**src/rtl/tristate_line_rx.sv**
```systemverilog
// rtl/tristate_line_rx.sv - tristate serial line receiver with turnaround parity ack
// Deserializes MSB-first words, then takes the line for one cycle to return even parity.
module tristate_line_rx #(
  parameter int WIDTH = 8,
  parameter int TURN  = 1
) (
  input  logic             clk,
  input  logic             rst_n,
  input  logic             a_in,
  input  logic             data_in,
  output logic [WIDTH-1:0] byte_out,
  output logic             valid_out,
  output logic             err_out,
  output logic             ack_out,
  output logic             ack_oe_out
);

  localparam int CW = $clog2(WIDTH);
  localparam logic [CW-1:0] LAST_BIT = CW'(WIDTH - 1);
  localparam logic [3:0] TURN_LAST = 4'((TURN == 0) ? 0 : TURN - 1);

  typedef enum logic [2:0] {
    S_IDLE,
    S_SHIFT,
    S_TURN,
    S_ACK,
    S_DRAIN
  } state_e;

  state_e           state_q, state_d;
  logic [CW-1:0]    bcnt_q, bcnt_d;
  logic [3:0]       tcnt_q, tcnt_d;
  logic [WIDTH-2:0] sr_q, sr_d;
  logic             par_q, par_d;
  logic [WIDTH-1:0] byte_q, byte_d;
  logic             valid_q, valid_d;
  logic             err_q, err_d;
  logic             ack_q, ack_d;
  logic             ack_oe_q, ack_oe_d;

  logic [WIDTH-1:0] word;
  logic             word_done;

  assign word      = {sr_q, data_in};
  assign word_done = (state_q == S_SHIFT) && a_in && (bcnt_q == LAST_BIT);

  always_ff @(posedge clk or negedge rst_n) begin
    if (!rst_n) begin
      state_q  <= S_IDLE;
      bcnt_q   <= '0;
      tcnt_q   <= '0;
      sr_q     <= '0;
      par_q    <= 1'b0;
      byte_q   <= '0;
      valid_q  <= 1'b0;
      err_q    <= 1'b0;
      ack_q    <= 1'b0;
      ack_oe_q <= 1'b0;
    end else begin
      state_q  <= state_d;
      bcnt_q   <= bcnt_d;
      tcnt_q   <= tcnt_d;
      sr_q     <= sr_d;
      par_q    <= par_d;
      byte_q   <= byte_d;
      valid_q  <= valid_d;
      err_q    <= err_d;
      ack_q    <= ack_d;
      ack_oe_q <= ack_oe_d;
    end
  end

  always_comb begin
    state_d = state_q;
    case (state_q)
      S_IDLE:  if (a_in) state_d = S_SHIFT;
      S_SHIFT: begin
        if (!a_in)          state_d = S_IDLE;
        else if (word_done) state_d = (TURN == 0) ? S_ACK : S_TURN;
      end
      S_TURN: begin
        if (a_in)                       state_d = S_DRAIN;
        else if (tcnt_q == TURN_LAST)   state_d = S_ACK;
      end
      // a_in high on the edge leaving ACK is contention, including an early next frame
      S_ACK:   state_d = a_in ? S_DRAIN : S_IDLE;
      S_DRAIN: if (!a_in) state_d = S_IDLE;
      default: state_d = S_IDLE;
    endcase
  end

  always_comb begin
    bcnt_d   = bcnt_q;
    tcnt_d   = tcnt_q;
    sr_d     = sr_q;
    par_d    = par_q;
    byte_d   = byte_q;
    valid_d  = 1'b0;
    err_d    = 1'b0;
    ack_d    = 1'b0;
    ack_oe_d = 1'b0;
    case (state_q)
      S_IDLE: begin
        if (a_in) begin
          sr_d    = '0;
          sr_d[0] = data_in;
          bcnt_d  = CW'(1);
        end
      end
      S_SHIFT: begin
        if (!a_in) begin
          err_d  = 1'b1;
          bcnt_d = '0;
        end else if (word_done) begin
          byte_d  = word;
          valid_d = 1'b1;
          par_d   = ^word;
          bcnt_d  = '0;
          tcnt_d  = '0;
        end else begin
          sr_d   = word[WIDTH-2:0];
          bcnt_d = bcnt_q + CW'(1);
        end
      end
      S_TURN: begin
        if (a_in)                      err_d  = 1'b1;
        else if (tcnt_q != TURN_LAST)  tcnt_d = tcnt_q + 4'd1;
      end
      S_ACK:   err_d = a_in;
      default: ;
    endcase
    // With TURN=0 the parity is taken straight from the completing word
    if (state_d == S_ACK) begin
      ack_oe_d = 1'b1;
      ack_d    = (state_q == S_SHIFT) ? ^word : par_q;
    end
  end

  assign byte_out   = byte_q;
  assign valid_out  = valid_q;
  assign err_out    = err_q;
  assign ack_out    = ack_q;
  assign ack_oe_out = ack_oe_q;

endmodule
```
**config.mk**
```make
export PLATFORM = sky130hd
export DESIGN_NAME = tristate_line_rx
export DESIGN_NICKNAME = d
export VERILOG_FILES = /design/src/rtl/tristate_line_rx.sv
export SDC_FILE = /design/constraint.sdc
export NUM_CORES = 1
export LEC_CHECK = 0
export CORE_ASPECT_RATIO = 1.4
export CORE_UTILIZATION = 45
export CTS_BUF_LIST = sky130_fd_sc_hd__clkbuf_8
export CTS_CLUSTER_DIAMETER = 30
export DETAILED_ROUTE_END_ITERATION = 8
export PLACE_DENSITY = 0.66
export REMOVE_ABC_BUFFERS = 1
export SYNTH_ARGS = -nofsm -noshare
export SYNTH_HDL_FRONTEND = slang
export SYNTH_SLANG_ARGS = --single-unit
export TNS_END_PERCENT = 10
```
**constraint.sdc**
```tcl
create_clock -name clk -period 1.88 [get_ports clk]
set_input_delay 0.376 -clock clk [delete_from_list [all_inputs] [get_ports clk]]
set_output_delay 0.376 -clock clk [all_outputs]
set_load 0.02 [all_outputs]
```
==> results.ini <==
[layout]
seq_area_um2=751
diodes=0
layoutNonFillerInstCount=186
synthToLayoutAreaGrowth_pct=24.2
drive_gt1_share_pct=16.1
layout_common_cells=31 x nand2_1, 30 x dfrtp_1, 15 x clkdlybuf4s50_1, 10 x buf_4, 9 x a22o_1
finalInstanceArea_um2=1660
final_common_cell=nand2_1
final_nets=156
multi_input_area_um2=534
n_fill_cell=248

[setup_path]
crit_fanout=8
path_class=flop to flop
endpoint_kind=flop
crit_arrival_ps=1910
cp-start-kind=flop
cp.required_ps=2040

[clock_tree]
clockRootBuffer=clkbuf_8
cts_resized=0
holdBufCountCts=0
htree_num_levels=2
insertion_delay_ps=280
tritoncts=built
post_cts_buffers=0
clockBufferDepth=2
cts_buffers=5
clkTransAtPathRegs_ps=60
clock_sinks=30

[yosys]
syn_avg_cell_area_um2=10.9
yosysWarningCount=0
ys_types=26
syn_inst=123
synth_seq_cells=30
synth.cell_area_um2=1340
ys_seq_area_share_pct=56.1

[drt]
finalWirelength_mm=2.59
vias=931
vias_per_cell=5.01
dr.first_iter.drc_count=15
route.detailed.drc=0
drtPass1Iterations=4
antenna_left=0
avgRoutedWirePerCell_um=13.9

[global_routing]
overflow=0
use_met1_pct=23.7
grt_max_degree=31
use_met3_pct=4.07
grt_pass1_vias=980
groute.usage.overall_pct=19.7
grt_busiest_layer=met2
grt_first_pass_wirelength_mm=4.28
grt_antenna_before_repair=0
use_met2_pct=31.6

[pwr]
vdd_drop_max_v=0.000523
power.clock.fraction_pct=38.8
internal_power_uw=1030
total_power_uw=1350
seqPwrFrac_pct=51.8
p_per_area_nw_per_um2=809
swShare_pct=23.8
p_sw_uw=320
combPwrFrac_pct=9.5
p_leak_uw=0.000809

[timing]
rsz0062_at_grt=false
tightest_slew_ps=478
worst_slew_margin_rel_pct=68.1
finalSetupViolCount=0
finalCritPeriodShare_pct=93.0
hold_viol_final=0
skew_ps=6.51
max_freq_ghz=0.572
period_needed_ps=1750
slew_violations=0

[die]
dieArea_um2=3200
die_x_um=48.1
core_region_area_um2=2850
start_util_pct=47.0
fp-row-count=23
io_pins=16
die_h_um=66.5

[status]
status=complete, no violations

[place]
dp_hpwl_mm=1.80
numPortBuffers=15
globalplace.congestion=0.801
placed_cells=178
post_dp_cell_area_um2=1570

[worst_hold_path]
hold_path.class=flop to flop

[job]
cap_violations=0

==> worst paths after layout <==
check	slack [ps]	depth (start not counted)	endpoint	startpoint
min reg2reg	470	2	byte_out[7]$_DFFE_PN0P_	byte_out[7]$_DFFE_PN0P_
max in group asynchronous	1110	2	byte_out[7]$_DFFE_PN0P_	rst_n
min	470	2	byte_out[7]$_DFFE_PN0P_	byte_out[7]$_DFFE_PN0P_
max reg2reg	130	5	sr_q[0]$_DFFE_PN0P_	bcnt_q[0]$_DFFE_PN0P_
min in group asynchronous	490	2	bcnt_q[1]$_DFFE_PN0P_	rst_n
max	130	5	sr_q[0]$_DFFE_PN0P_	bcnt_q[0]$_DFFE_PN0P_
==> layout make-up <==
type	count	share of cell area (%)
clock buffer	6	4.97
clock inverter	2	0.527
inverter	4	0.903
multi-input combinational	82	32.1
sequential	30	45.1
tap	37	2.78
timing repair buffer	25	13.5
==> worst max-delay path, cell delays in order (launching register included) <==
cell	delay (ps)
dfrtp_1	400
ha_1	220
ha_1	230
a21oi_1	150
nand3b_1	270
mux2_2	360
==> cells by family (layout without fill, tap and decap cells) <==
family	after synthesis	after routing	synth area share, %
xor gates and xnor gates	9	9	5.89
buffers and inverters	11	37	4.02
and+or+nand+nor	49	49	18.3
muxes	4	4	3.27
DFF	30	30	56.1
AOI/OAI and AO/OA	16	16	8.69
adders and majority gates	4	4	3.74
==> synthesized netlist by cell type, drive strengths merged <==
cell    count  area, um^2
ha          4        50.1
xnor2       8        70.1
nor2b       2        12.5
nand4       1        6.26
xor2        1        8.76
nor3b       3        27.5
and4bb      1        12.5
dfrtp      30         751
a22o        9        78.8
nand2      31         116
buf         5        31.3
nor2        8        40.0
nand3b      1        7.51
or4b        1        13.8
o21ai       2        10.0
a21oi       4        20.0
inv         4        15.0
mux2        3        33.8
a211oi      1        7.51
nor4b       1        8.76
mux2i       1        10.0
clkbuf      2        7.51
==> stage by stage <==
stage | TNS, ps | setup slack [ps] | hold WS (ps) | utilization (%)
floorplan | 0 | 220 | 80.4 | -
global placement | -79.9 | -42.0 | 460 | 55.2
detailed placement | -380 | -63.5 | 461 | 55.2
CTS | 0 | 138 | 478 | 58.4
global route | 0 | 52.6 | 497 | 58.4
finish | 0 | 131 | 473 | 58.4
==> power groups by stage <==
stage | registers (uW) | clock network (uW) | logic [uW]
final | 697 | 521 | 128
after global routing | 700 | 565 | 145
after CTS | 697 | 543 | 129
after detailed placement | 708 | 0 | 128
after global placement | 707 | 0 | 123
after floorplan | 708 | 0 | 70.7
==> layer usage <==
layer	vias up	routed length [um]
met4	0	27
met3	2	83
met2	17	1330
li1	453	-
met1	459	1150
met5	-	0
==> flip-flops by register name, summed over array words and instances (netlist names) <==
register and count:
err_out 1, par_q 1, valid_out 1, byte_out 8
state_q 3, ack_oe_out 1, ack_out 1, tcnt_q 4
sr_q 7, bcnt_q 3
Power figures use the tool's default switching activity.
